===== config.mk =====
export PLATFORM = sky130hd
export DESIGN_NAME = lfsr_word_harvester
export DESIGN_NICKNAME = d
export VERILOG_FILES = /design/src/rtl/lfsr_word_harvester.sv
export SDC_FILE = /design/constraint.sdc
export NUM_CORES = 1
export LEC_CHECK = 0
export CORE_UTILIZATION = 56
export DETAILED_ROUTE_END_ITERATION = 7
export DONT_BUFFER_PORTS = 1
export GPL_TIMING_DRIVEN = 0
export HOLD_SLACK_MARGIN = 0.15
export PLACE_DENSITY = 0.74
export SLEW_MARGIN = 20
export SYNTH_ARGS = -nofsm -noshare
export SYNTH_HDL_FRONTEND = slang
export SYNTH_SLANG_ARGS = --single-unit
export TNS_END_PERCENT = 5

===== constraint.sdc =====
create_clock -name CLK -period 1.84 [get_ports CLK]
set_input_delay 0.276 -clock CLK [delete_from_list [all_inputs] [get_ports CLK]]
set_output_delay 0.276 -clock CLK [all_outputs]
set_load 0.01 [all_outputs]

===== src/rtl/lfsr_word_harvester.sv =====
// lfsr_word_harvester
//
// Harvests non-overlapping words from a free-running Fibonacci LFSR whitener.
// It counts LFSR shifts and snapshots the LFSR register once WIDTH fresh shifts
// have accumulated, so no two delivered words share bits. After reset it
// discards WARMUP_WORDS captured words. It then queues the words in a small
// FIFO and hands them to a consumer over a valid/ready handshake.
//
// Optional feature, enabled by defining LFSR_HARVESTER_XOR_FOLD_EN:
//   In RUN, captures alternate. An odd capture loads a fold register and
//   does not push. An even capture pushes (fold ^ lfsr_state). This halves
//   the word rate.
//   The fold phase restarts at "odd" on reset and on entry to RUN.
//   Without the macro, every RUN capture pushes lfsr_state unmodified.
//
// Ports:
//   CLK            in   sole clock
//   reset_n        in   asynchronous active-low reset
//   shift_en       in   LFSR shifts at the end of this cycle
//   lfsr_state     in   LFSR register; bit 0 maps to word_out[WIDTH-1]
//   word_out       out  FIFO head word (holds its last value while empty)
//   word_valid     out  FIFO non-empty
//   word_ready     in   consumer takes word_out on valid && ready
//   level          out  FIFO occupancy, 0..DEPTH
//   overflow       out  sticky: a word was dropped because the FIFO was full
//   clear_overflow in   synchronous clear of overflow
module lfsr_word_harvester #(
    parameter int WIDTH        = 16,
    parameter int DEPTH        = 4,
    parameter int WARMUP_WORDS = 4
) (
    input  logic                       CLK,
    input  logic                       reset_n,
    input  logic                       shift_en,
    input  logic [WIDTH-1:0]           lfsr_state,
    output logic [WIDTH-1:0]           word_out,
    output logic                       word_valid,
    input  logic                       word_ready,
    output logic [$clog2(DEPTH):0]     level,
    output logic                       overflow,
    input  logic                       clear_overflow
);

    localparam int CNT_W       = (WIDTH > 1) ? $clog2(WIDTH) : 1;
    localparam int PTR_W       = $clog2(DEPTH);
    localparam int LVL_W       = PTR_W + 1;
    localparam int WARM_W      = (WARMUP_WORDS > 0) ? $clog2(WARMUP_WORDS + 1) : 1;
    localparam int WARM_LAST_I = (WARMUP_WORDS > 0) ? WARMUP_WORDS - 1 : 0;

    typedef enum logic [0:0] {
        ST_WARMUP = 1'b0,
        ST_RUN    = 1'b1
    } state_t;

    state_t             state_q, state_d;
    logic [CNT_W-1:0]   shift_cnt_q, shift_cnt_d;
    logic               capture_pending_q, capture_pending_d;
    logic [WARM_W-1:0]  warm_cnt_q, warm_cnt_d;
    logic [PTR_W-1:0]   rd_ptr_q, rd_ptr_d;
    logic [PTR_W-1:0]   wr_ptr_q, wr_ptr_d;
    logic [LVL_W-1:0]   count_q, count_d;
    logic [WIDTH-1:0]   head_q, head_d;
    logic               overflow_q, overflow_d;
    logic [WIDTH-1:0]   mem [DEPTH];

`ifdef LFSR_HARVESTER_XOR_FOLD_EN
    logic [WIDTH-1:0]   fold_q, fold_d;
    logic               fold_phase_q, fold_phase_d;   // 0: next RUN capture loads fold
`endif

    logic               push_req;
    logic [WIDTH-1:0]   push_raw;
    logic [WIDTH-1:0]   push_word;
    logic               pop;
    logic               full;
    logic               push_ok;
    logic               drop;
    logic [PTR_W-1:0]   rd_next;

    // LFSR bit 0 lands in the word MSB. The reversal is applied after any fold,
    // which is equivalent because XOR works bitwise.
    for (genvar gi = 0; gi < WIDTH; gi++) begin : g_rev
        assign push_word[gi] = push_raw[WIDTH-1-gi];
    end

    assign pop     = (count_q != '0) && word_ready;
    assign full    = (count_q == LVL_W'(DEPTH));
    assign push_ok = push_req && (!full || pop);
    assign drop    = push_req && full && !pop;
    assign rd_next = rd_ptr_q + PTR_W'(1);

    always_comb begin
        state_d           = state_q;
        shift_cnt_d       = shift_cnt_q;
        warm_cnt_d        = warm_cnt_q;
        push_req          = 1'b0;
        push_raw          = lfsr_state;
`ifdef LFSR_HARVESTER_XOR_FOLD_EN
        fold_d            = fold_q;
        fold_phase_d      = fold_phase_q;
`endif

        // A capture is armed only by the WIDTH-th shift. It lasts exactly one
        // cycle, so counting never pauses for it.
        capture_pending_d = shift_en && (shift_cnt_q == CNT_W'(WIDTH - 1));
        if (shift_en) begin
            shift_cnt_d = (shift_cnt_q == CNT_W'(WIDTH - 1)) ? '0 : shift_cnt_q + CNT_W'(1);
        end

        if (capture_pending_q) begin
            case (state_q)
                ST_WARMUP: begin
                    warm_cnt_d = warm_cnt_q + WARM_W'(1);
                    if (warm_cnt_q == WARM_W'(WARM_LAST_I)) begin
                        state_d = ST_RUN;
`ifdef LFSR_HARVESTER_XOR_FOLD_EN
                        fold_phase_d = 1'b0;
`endif
                    end
                end
                default: begin
`ifdef LFSR_HARVESTER_XOR_FOLD_EN
                    if (!fold_phase_q) begin
                        fold_d       = lfsr_state;
                        fold_phase_d = 1'b1;
                    end else begin
                        push_req     = 1'b1;
                        push_raw     = fold_q ^ lfsr_state;
                        fold_phase_d = 1'b0;
                    end
`else
                    push_req = 1'b1;
`endif
                end
            endcase
        end

        rd_ptr_d = pop ? rd_next : rd_ptr_q;
        wr_ptr_d = push_ok ? wr_ptr_q + PTR_W'(1) : wr_ptr_q;

        count_d = count_q;
        if (push_ok && !pop) begin
            count_d = count_q + LVL_W'(1);
        end else if (!push_ok && pop) begin
            count_d = count_q - LVL_W'(1);
        end

        // The head is a separate register, so word_out stays stable while the
        // FIFO is empty. After a pop it takes the next stored entry. If the
        // FIFO is draining to empty, it takes the incoming word instead.
        head_d = head_q;
        if (count_q == '0) begin
            if (push_ok) begin
                head_d = push_word;
            end
        end else if (pop) begin
            if (count_q == LVL_W'(1)) begin
                if (push_ok) begin
                    head_d = push_word;
                end
            end else begin
                head_d = mem[rd_next];
            end
        end

        // A drop on the same edge as a clear wins, so no loss goes unreported.
        overflow_d = (overflow_q && !clear_overflow) || drop;
    end

    always_ff @(posedge CLK or negedge reset_n) begin
        if (!reset_n) begin
            state_q           <= (WARMUP_WORDS == 0) ? ST_RUN : ST_WARMUP;
            shift_cnt_q       <= '0;
            capture_pending_q <= 1'b0;
            warm_cnt_q        <= '0;
            rd_ptr_q          <= '0;
            wr_ptr_q          <= '0;
            count_q           <= '0;
            head_q            <= '0;
            overflow_q        <= 1'b0;
`ifdef LFSR_HARVESTER_XOR_FOLD_EN
            fold_q            <= '0;
            fold_phase_q      <= 1'b0;
`endif
        end else begin
            state_q           <= state_d;
            shift_cnt_q       <= shift_cnt_d;
            capture_pending_q <= capture_pending_d;
            warm_cnt_q        <= warm_cnt_d;
            rd_ptr_q          <= rd_ptr_d;
            wr_ptr_q          <= wr_ptr_d;
            count_q           <= count_d;
            head_q            <= head_d;
            overflow_q        <= overflow_d;
`ifdef LFSR_HARVESTER_XOR_FOLD_EN
            fold_q            <= fold_d;
            fold_phase_q      <= fold_phase_d;
`endif
        end
    end

    // The storage array needs no reset. The pointers and count define which
    // entries are live.
    always_ff @(posedge CLK) begin
        if (push_ok) begin
            mem[wr_ptr_q] <= push_word;
        end
    end

    assign word_out   = head_q;
    assign word_valid = (count_q != '0);
    assign level      = count_q;
    assign overflow   = overflow_q;

endmodule


* Word-level counts from Yosys, hierarchy flattened
Memory sizes are Yosys's and may differ from the RTL's.
Cells that the tools add are included.
** Storage, ports and cells
- Flip-flop bits (word level) :: 33
- Memory bits (writable) :: 64
- Input bits :: 21
- Word-level logic and storage cells :: 53
- Memories kept :: 1
** Memories
- mem :: depth 4, bits a word 16, rd ports 1, clocked after Yosys merged registers in 0, wr ports 1, RTL line 64 : logic [WIDTH-1:0] mem [DEPTH];
** Cells by class
- Add/subtract/negate cells :: 6
- Eq/ne operators :: 4
- Mux-type cells :: 13
- Bitwise gates (word level) :: 1
- Reductions and logical operators :: 19
** Operators with widths (number)
- 2-to-1 mux 16 bit :: 4
- logical AND 1 bit :: 8
- adder 3 x 1 -> 3 bit (second input constant) :: 2
- 2-to-1 mux 1 bit :: 6
- 2-to-1 mux 3 bit :: 2
- adder 2 x 1 -> 2 bit (second input constant) :: 2
- adder 4 x 1 -> 4 bit (second input constant) :: 1
- == test 4 bit (second input constant) :: 1
- zero test 1 bit :: 4
- 2-to-1 mux 4 bit :: 1
- nonzero test 2 bit :: 2
- == test 3 x 1 -> 1 bit (second input constant) :: 1
- == test 3 x 2 -> 1 bit (second input constant) :: 1
- == test 3 bit (second input constant) :: 1
- zero test 3 bit :: 1
- nonzero test 3 bit :: 1
- subtractor 3 x 1 -> 3 bit (second input constant) :: 1
- logical OR 1 bit :: 2
- AND reduction 2 bit :: 1
- NOT 1 bit :: 1

* Logic depth before layout (Yosys ltp)
Gate-level depths: netlist (run 1).
- Depth after elaboration :: 8
- Mapped depth :: 8
- Depth with buffers taken out :: 8

* Worst setup path after synthesis (run 1)
No wires, ideal clock.
- Path kind :: reg2reg
- Start point :: register count_q[0], in the netlist level[0]
- End point :: memory mem[0][0], enable pin
- Library setup time :: 374 ps
- Arrival time :: 1664 ps
- Required time :: 1466 ps
- Setup slack :: -197 ps
- Cell stages (with the launch flop) :: 5
- Buffers on the path :: 0
- Clock period less this slack :: 2037 ps
- Path through :: dfrtp_1 inv_1 ha_1 a31oi_1 and2_1
** Between the ends
- Longest elaborated chain between the ends :: 6
** RTL lines
- start: declaration :: RTL line 61 : logic [LVL_W-1:0] count_q, count_d;
- start signal: assignment :: RTL line 192 : count_q <= count_d;
- == test 3 bit or nonzero test 3 bit (tied branches) :: RTL line 87, 86
- zero test 1 bit or logical AND 1 bit (tied branches) :: RTL line 88, 86
- logical OR 1 bit (*) :: RTL line 88 : assign push_ok = push_req && (!full || pop);
- logical AND 1 bit (*) :: RTL line 88
- 2-to-1 mux 1 bit (*) :: RTL line 205 : if (push_ok) begin
- 2-to-1 mux 1 bit (not written as such) (*) :: RTL line 206 : mem[wr_ptr_q] <= push_word;
- end: declaration :: RTL line 64
Mark *: on every way between the ends. The rest lies on a longest branch, timed or not.

* Worst setup path after layout (run 1)
- Start point :: register count_q[0], in the netlist level[0]
- End point :: register count_q[2], in the netlist level[2]
** Between the ends
- Longest elaborated chain between the ends :: 7
** RTL lines
- branches (longest 7 deep; another with subtractor 3 x 1 -> 3 bit)
Several ways; the timed one is not identified. The select of a mux whose other input is x is not followed.
A chain may end at the register's enable or synchronous reset.

==> results of run 1 <==
[synthesized netlist by cell type, types with 2 or more instances]
library cell / n
mux4_2: 10
buf_6: 4
and2_1: 4
nand2_1: 8
o21ai_0: 4
edfxtp_1: 64
buf_2: 3
inv_1: 7
nor2_1: 35
o22ai_1: 16
nand3_1: 3
ha_1: 12
mux4_1: 6
dfrtp_1: 33
a21o_1: 2
xnor2_1: 8
a21oi_1: 3
mux2_2: 2
[metal layers]
layer  routed length [um]  part of all wire  track usage  up-vias
met3                  454             0.062      0.05775       17
met1                 3140              0.43       0.2868     1045
met5                    0                 0            0        -
met2                 3517              0.48       0.3326       66
li1                     -                 -            -      968
met4                  158             0.022       0.1000        0
[layout by cell type (no fill, tap or decap), drive strengths merged, types with 2 or more instances in the layout]
master,synthesis,layout
clkbuf,1,9
inv,8,12
o22ai,16,16
nand3,3,3
a21o,2,2
dlygate4sd3,0,20
buf,7,10
a21oi,3,3
xnor2,8,8
ha,12,12
o21ai,4,4
mux2,3,3
clkinv,0,2
nor2,35,35
dfrtp,33,33
edfxtp,64,64
mux4,16,16
nand2,8,8
and2,4,4
[through the flow]
| stage | util | total power [mW] | setup TNS, ps | instances | hold slack (ps) |
|---|---|---|---|---|---|
| after floorplan | - | 4.217 | 0 | 239 | -19.59 |
| after global placement | 0.6000 | 4.512 | -19920 | 335 | -18.86 |
| after detailed placement | 0.6000 | 4.567 | -21870 | 335 | -18.78 |
| after CTS | 0.6685 | 6.035 | 0 | 374 | 155.1 |
| after global routing | 0.6718 | 6.384 | -25.64 | 373 | 183.6 |
| final | 0.6718 | 6.052 | 0 | 373 | 175.3 |
[timing repair]
item                                    CTS  global route
hold buffers                             21             0
endpoints found under the setup margin   82            12
pin swaps                                 1             1
gates resized for setup                  15             7
setup buffers                             2             0
hold endpoints to repair                121             0
[flip-flops by register name, indices dropped and copies added (netlist names)]
register,count
word_out,16
shift_cnt_q,4
rd_ptr_q,2
state_q,1
level,3
capture_pending_q,1
overflow,1
warm_cnt_q,3
mem,64
wr_ptr_q,2
[power breakdown]
group,total (mW),switching (mW),internal (mW)
Combinational,1.75,0.843,0.909
Sequential,3.01,0.372,2.63
Clock,1.29,0.776,0.518
[final timing paths]
path	slack, ps	depth (start not counted)	to
max	60	7	level[2]
min	180	3	overflow
max reg2reg	60	7	level[2]
min reg2reg	490	1	warm_cnt_q[0]
max in group asynchronous	1280	2	level[0]
min in group asynchronous	360	2	wr_ptr_q[0]
[final cells by class]
type | count | area [sq um]
sequential | 97 | 2750
fill | 469 | 2230
multi-input combinational | 126 | 1179
timing repair buffer | 23 | 235.2
clock buffer | 9 | 123.9
tap | 96 | 120.1
buffer | 7 | 66.31
clock inverter | 7 | 60.06
inverter | 8 | 30.03
[critical path, cell delays in order, from the launching register on]
cell	delay (ps)
dfrtp_2	460
inv_2	80
ha_4	190
a31oi_4	280
ha_2	280
mux2i_1	180
nor2_1	70
xnor2_1	120
[logic make-up (layout without fill, tap and decap cells)]
| group | count (synthesis) | in the layout | share of synthesized area |
|---|---|---|---|
| buf+inv | 16 | 54 | 0.02380 |
| flops | 97 | 97 | 0.6969 |
| compound gates | 29 | 29 | 0.05141 |
| mux | 20 | 20 | 0.1082 |
| fa+ha+maj | 12 | 12 | 0.03808 |
| simple gates | 56 | 56 | 0.06157 |
| xor+xnor | 9 | 9 | 0.01999 |
==> impl_metrics.yaml, run 1 <==
status:
  status: "complete, no violations"
drt:
  routedWlPerCell_um: 19.49
  postRouteAntennaNets: 0
  drc: 0
  viasPerCell: 5.619
  drt_iter0_markers: 134
  vias: 2096
  wirelength_mm: 7.271
  first_pass_iters: 4
floorplanning:
  start_util: 0.5803
  num_io_pins: 42
  dieArea_sq_mm: 0.007380
  rows: 30
  die_width_um: 85.91
  die_y_um: 85.91
  core_region_area_sq_mm: 0.006794
yosys:
  synth_edf_count: 64
  synthCells: 239
  yosys_warnings: 0
  synth_largest_area_cell: "edfxtp_1"
  syn_area_sq_mm: 0.003943
  yosysSeqAreaShare: 0.6969
  ys_ff_latch: 97
  avgSynthCellArea_sq_um: 16.50
  synth_top_area_share: 0.4875
  synth_area_leaders: "edfxtp_1 49%, dfrtp_1 21%, mux4_2 5.7%, mux4_1 4.0%, ha_1 3.8%"
  synth_nets: 272
  synth_flop_cell: "edfxtp_1"
  synthArstFlopShare: 0.3402
  yosysUniqueCellTypes: 33
global_route:
  grt_pass1_wl_mm: 11.29
  antenna_found_initial: 0
  grt_use_total: 0.2147
  grt_start_max_net_pins: 34
  first_global_vias: 2193
  grt.overflow.total: 0
cells_and_area:
  stdcell_area_sq_mm: 0.004564
  area_growth_pct: 15.77
  n_antenna_cell: 0
  fin_nets: 305
  drive_gt1_frac: 0.2130
timing:
  min_period_over_period: 0.9654
  slew_headroom: 0.7783
  slew_violations: 0
  hold_violations: 0
  max_freq_ghz: 0.5630
  worst_pin_slew_ps: 332.6
  skew_ps: 10.24
  period_minus_slack_ps: 1776
  rsz0062_at_grt: "true"
  finalSetupViolCount: 0
  fin_ws_ps: 63.65
placement:
  buffer_ports.inserted: 0
  placed_cell_area_sq_mm: 0.004076
  hpwl_mm: 4.423
  routabilityCongestion: 0.7431
  pre_cts_ws_ps: -321.5
clocking:
  cts-root-buf: "clkbuf_8"
  insertion_delay_ps: 360
  cts_max_path_buffers: 2
  clkSinkCount: 97
  cts_inserted_buffers: 9
  htreeDepth: 3
  path_clk_slew_ps: 90
  cts_tree: "built"
pwr:
  ir_drop_uv: 762.3
  power_density_mw_per_mm2: 1326
  p_leak_nw: 1.662
critical_path:
  crit_path_end_kind: "flop"
  crit_start: "level[0]"
  crit_fanout: 7
  cp.arrival_ps: 2020
  r2r-start: "level[0]"
  start_kind: "flop"
  cp_data_required_time_ps: 2080
  crit_type: "reg -> reg"
hold_path:
  hold_class: "in -> reg"
  min_from: "word_ready"
job:
  maxCapViolCount: 0
No activity file was read; power rests on OpenSTA's default activity.
==> run 2: changes to the inputs <==
Settings changed: CORE_UTILIZATION 56 to 40, HOLD_SLACK_MARGIN 0.15 to 0.02, PLACE_DENSITY 0.74 to unset, SKIP_CTS_REPAIR_TIMING set to 1.
==> run 2 against run 1 <==
  * The flow now finishes with violations (negative setup slack)
  * Power fell by 0.87%
  * Global-route usage fell by 6.4 points
  * Worst hold slack got worse by 120 ps
  * Register-to-register slack got worse by 80 ps
  * Clock skew rose by 3.9 ps
  * Clock-buffer cell count did not move
  * Critical path depth did not move
  * Critical path type unchanged
  * Highest routed layer unchanged
==> impl_metrics.yaml, run 2 (synthesis results as in run 1) <==
global_route:
  grt_start_max_net_pins: 34
  grt.overflow.total: 0
  antenna_found_initial: 0
  grt_use_total: 0.1508
  first_global_vias: 2038
  grt_pass1_wl_mm: 11.05
clocking:
  cts_tree: "built"
  htreeDepth: 3
  insertion_delay_ps: 360
  cts-root-buf: "clkbuf_8"
  clkSinkCount: 97
  path_clk_slew_ps: 110
  cts_inserted_buffers: 9
  cts_max_path_buffers: 2
drt:
  drc: 0
  postRouteAntennaNets: 0
  viasPerCell: 4.998
  routedWlPerCell_um: 17.52
  vias: 2014
  drt_iter0_markers: 62
  first_pass_iters: 4
  wirelength_mm: 7.060
timing:
  worst_pin_slew_ps: 321.6
  slew_violations: 0
  skew_ps: 14.14
  max_freq_ghz: 0.5387
  rsz0062_at_grt: "true"
  fin_ws_ps: -16.47
  finalSetupViolCount: 1
  min_period_over_period: 1.009
  holdWs_ps: 51.84
  hold_violations: 0
  slew_headroom: 0.7851
  period_minus_slack_ps: 1856
pwr:
  power_density_mw_per_mm2: 1312
  ir_drop_uv: 510.4
  p_leak_nw: 1.647
cells_and_area:
  area_growth_pct: 15.96
  drive_gt1_frac: 0.2007
  final_cell_mix: "64 x edfxtp_1, 35 x nor2_1, 31 x dfrtp_1"
  largest_reg_flops: 64
  regMostFlops: "mem"
  n_antenna_cell: 0
  layout_commonest_cell: "edfxtp_1"
  stdcell_count: 403
  final-seq-area_sq_mm: 0.002750
  fin_nets: 302
  fillers: 799
  multi_input_area_sq_mm: 0.001160
placement:
  routabilityCongestion: 0.7393
  buffer_ports.inserted: 0
  hpwl_mm: 4.445
  dpl.cell_count: 368
floorplanning:
  core_region_area_sq_mm: 0.009415
  die_y_um: 101.3
  dieArea_sq_mm: 0.01026
  start_util: 0.4187
  rows: 35
  num_io_pins: 42
  die_width_um: 101.3
job:
  maxCapViolCount: 0
critical_path:
  cp_data_required_time_ps: 2090
  crit_slowest_cell: "dfrtp_2"
  crit_type: "reg -> reg"
  crit_path_end_kind: "flop"
  crit_fanout: 10
  max_stage_delay_ps: 420
  crit_family: "compound AO/OA/AOI/OAI gates"
  crit_buf_inv: 2
  cp.arrival_ps: 2110
  start_kind: "flop"
  worstPathCellList: "inv_1, ha_1, or2_2, a21o_4, buf_4, o22ai_1, nor2_1"
status:
  violations: "negative setup slack"
  status: "finished with violations"
hold_path:
  hold_class: "in -> reg"
-- run 2: where the power goes --
part / internal [mW] / switching [mW]
logic: 0.873 / 0.813
registers: 2.63 / 0.347
clock network: 0.534 / 0.798
-- run 2: path summary, 6_finish.rpt --
check                         startpoint  cells past startpoint            end  slack, ps
max                             level[1]                      7    word_out[0]        -20
min                        lfsr_state[9]                      2    word_out[6]         50
max reg2reg                     level[1]                      7    word_out[0]        -20
min reg2reg                warm_cnt_q[0]                      1  warm_cnt_q[0]        490
max in group asynchronous        reset_n                      2       level[0]       1270
min in group asynchronous        reset_n                      2    word_out[3]        370
-- run 2: per-stage QoR --
stage	utilization	power (mW)	worst slack [ps]	cell area, sq um	setup TNS [ps]
3_3_place_gp	0.4373	4.535	-344.2	4118	-23520
6_report	0.4856	5.999	-16.47	4572	-16.47
3_5_place_dp	0.4373	4.577	-329.9	4118	-22560
4_1_cts	0.4582	5.898	-362.3	4314	-24970
5_1_grt	0.4856	6.366	-124.4	4572	-1022
2_1_floorplan	-	4.217	32.82	3956	0
-- run 2: worst reg2reg max path: stages, from the launching register on --
cell and delay, ps:
dfrtp_2 420, inv_1 100, ha_1 220, or2_2 350
a21o_4 270, buf_4 190, o22ai_1 160, nor2_1 60
-- run 2: final cells by class --
| cell class | instances | area share |
|---|---|---|
| sequential | 97 | 0.6015 |
| multi-input combinational | 126 | 0.2537 |
| timing repair buffer | 20 | 0.04625 |
| tap | 129 | 0.03530 |
| clock buffer | 9 | 0.02709 |
| clock inverter | 7 | 0.01587 |
| buffer | 7 | 0.01368 |
| inverter | 8 | 0.006568 |
-- run 2: layer usage --
metal	share of wire	track usage
met3	0.044	0.03727
met1	0.44	0.1884
met5	0	0
met2	0.50	0.2538
met4	0.016	0.05909
==> run 3: changes to the inputs <==
Settings changed: PLACE_DENSITY set to 0.6, SLEW_MARGIN 20 to 5, TNS_END_PERCENT 5 to 10.
==> run 3 against run 2 <==
  * The flow still finishes with violations (negative setup slack)
  * Sequential power about the same
  * Worst hold slack about the same
  * Cell count unchanged
  * Critical path type unchanged
  * Largest power group unchanged
==> impl_metrics.yaml, run 3 (synthesis results as in run 1) <==
global_route:
  grt_pass1_wl_mm: 11.05
  antenna_found_initial: 0
  grt.overflow.total: 0
  first_global_vias: 2038
  grt_use_total: 0.1508
  grt_start_max_net_pins: 34
clocking:
  clkSinkCount: 97
  cts_tree: "built"
  cts_max_path_buffers: 2
  htreeDepth: 3
  cts-root-buf: "clkbuf_8"
  cts_inserted_buffers: 9
  path_clk_slew_ps: 110
  insertion_delay_ps: 360
critical_path:
  crit_type: "reg -> reg"
  worstPathCellList: "inv_1, ha_1, or2_2, a21o_4, buf_4, o22ai_1, nor2_1"
  crit_family: "compound AO/OA/AOI/OAI gates"
  cp_data_required_time_ps: 2090
  max_stage_delay_ps: 420
  reg2regPathDepth: 7
  crit_slowest_cell: "dfrtp_2"
  cp.depth: 7
  critPathCapture: "word_out[0]"
  crit_start: "level[1]"
  cp.arrival_ps: 2110
  r2r-end: "word_out[0]"
  crit_buf_inv: 2
  crit_fanout: 10
  r2r-start: "level[1]"
  start_kind: "flop"
  reg2reg_slack_ps: -20
  crit_path_end_kind: "flop"
drt:
  wl_met2_mm: 3.533
  drc: 0
  drt_iter0_markers: 62
  postRouteAntennaNets: 0
  wl_met1_mm: 3.099
  routed.top_layer: "met4"
  first_pass_iters: 4
  routedWlPerCell_um: 17.52
  vias: 2009
  viasPerCell: 4.985
  routed-wl-met3_um: 313
  wirelength_mm: 7.060
placement:
  placed_cell_area_sq_mm: 0.004118
  buffer_ports.inserted: 0
  dpl.cell_count: 368
  routabilityCongestion: 0.7393
  hpwl_mm: 4.445
pwr:
  power_density_mw_per_mm2: 1312
  ir_drop_uv: 510.3
  p_leak_nw: 1.647
  total_power_mw: 6.000
cells_and_area:
  n_antenna_cell: 0
  regMostFlops: "mem"
  fin_nets: 302
  stdcell_count: 403
  layout_commonest_cell: "edfxtp_1"
  fin_util: 0.4856
  final_cell_mix: "64 x edfxtp_1, 35 x nor2_1, 31 x dfrtp_1"
  area_growth_pct: 15.96
  stdcell_area_sq_mm: 0.004572
  drive_gt1_frac: 0.2007
  largest_reg_flops: 64
timing:
  max_freq_ghz: 0.5388
  min_period_over_period: 1.009
  slew_violations: 0
  holdWs_ps: 51.86
  period_minus_slack_ps: 1856
  slew_headroom: 0.7851
  rsz0062_at_grt: "true"
  finalSetupViolCount: 1
  worst_pin_slew_ps: 321.6
  hold_violations: 0
  fin_ws_ps: -16.15
  skew_ps: 14.14
job:
  maxCapViolCount: 0
floorplanning:
  core_region_area_sq_mm: 0.009415
  die_width_um: 101.3
  dieArea_sq_mm: 0.01026
  rows: 35
  start_util: 0.4187
  num_io_pins: 42
  die_y_um: 101.3
status:
  status: "finished with violations"
  violations: "negative setup slack"
hold_path:
  hold_class: "in -> reg"
-- run 3: cell counts in the layout (fill, tap and decap cells not counted) --
Identical to the previous run, type by type.
-- run 3: per-layer routing --
layer,global-route usage,up-vias
met3,0.03727,10
li1,-,964
met2,0.2538,38
met1,0.1884,997
met5,0,-
met4,0.05909,0
-- run 3: layout make-up --
cell class,instances,area (sq um)
repair buffers,20,211.5
flip-flops and latches,97,2750
clock inverters,7,72.57
inverters,8,30.03
fillers,799,4843
plain buffers,7,62.56
well taps,129,161.4
clock buffers,9,123.9
multi-input cells,126,1160
-- run 3: worst min-delay path by stage --
stage	slack, ps	endpoint	depth (start not counted)	from
2_1_floorplan	-20	capture_pending_q	0	reset_n
3_3_place_gp	-20	shift_cnt_q[1]	0	reset_n
3_5_place_dp	-20	shift_cnt_q[1]	0	reset_n
4_1_cts	-420	word_out[6]	0	reset_n
5_1_grt	50	word_out[0]	2	lfsr_state[15]
6_report	50	word_out[6]	2	lfsr_state[9]
-- run 3: power by group --
part | total, mW | switching, mW | internal, mW | leakage (nW)
sequential | 2.98 | 0.347 | 2.63 | 0.964
clock | 1.33 | 0.798 | 0.534 | 0.0970
combinational | 1.69 | 0.814 | 0.873 | 0.586
-- run 3: metrics by stage --
step | TNS (ps) | setup WS (ps)
after floorplan | 0 | 32.82
after detailed placement | -22560 | -329.9
after global routing | -1022 | -124.4
final | -16.15 | -16.15
after CTS | -24970 | -362.3
after global placement | -23520 | -344.2
-- run 3: worst reg2reg max path, cell delays in order, from the launching register on --
cell	delay [ps]
dfrtp_2	420
inv_1	100
ha_1	220
or2_2	350
a21o_4	270
buf_4	190
o22ai_1	160
nor2_1	60
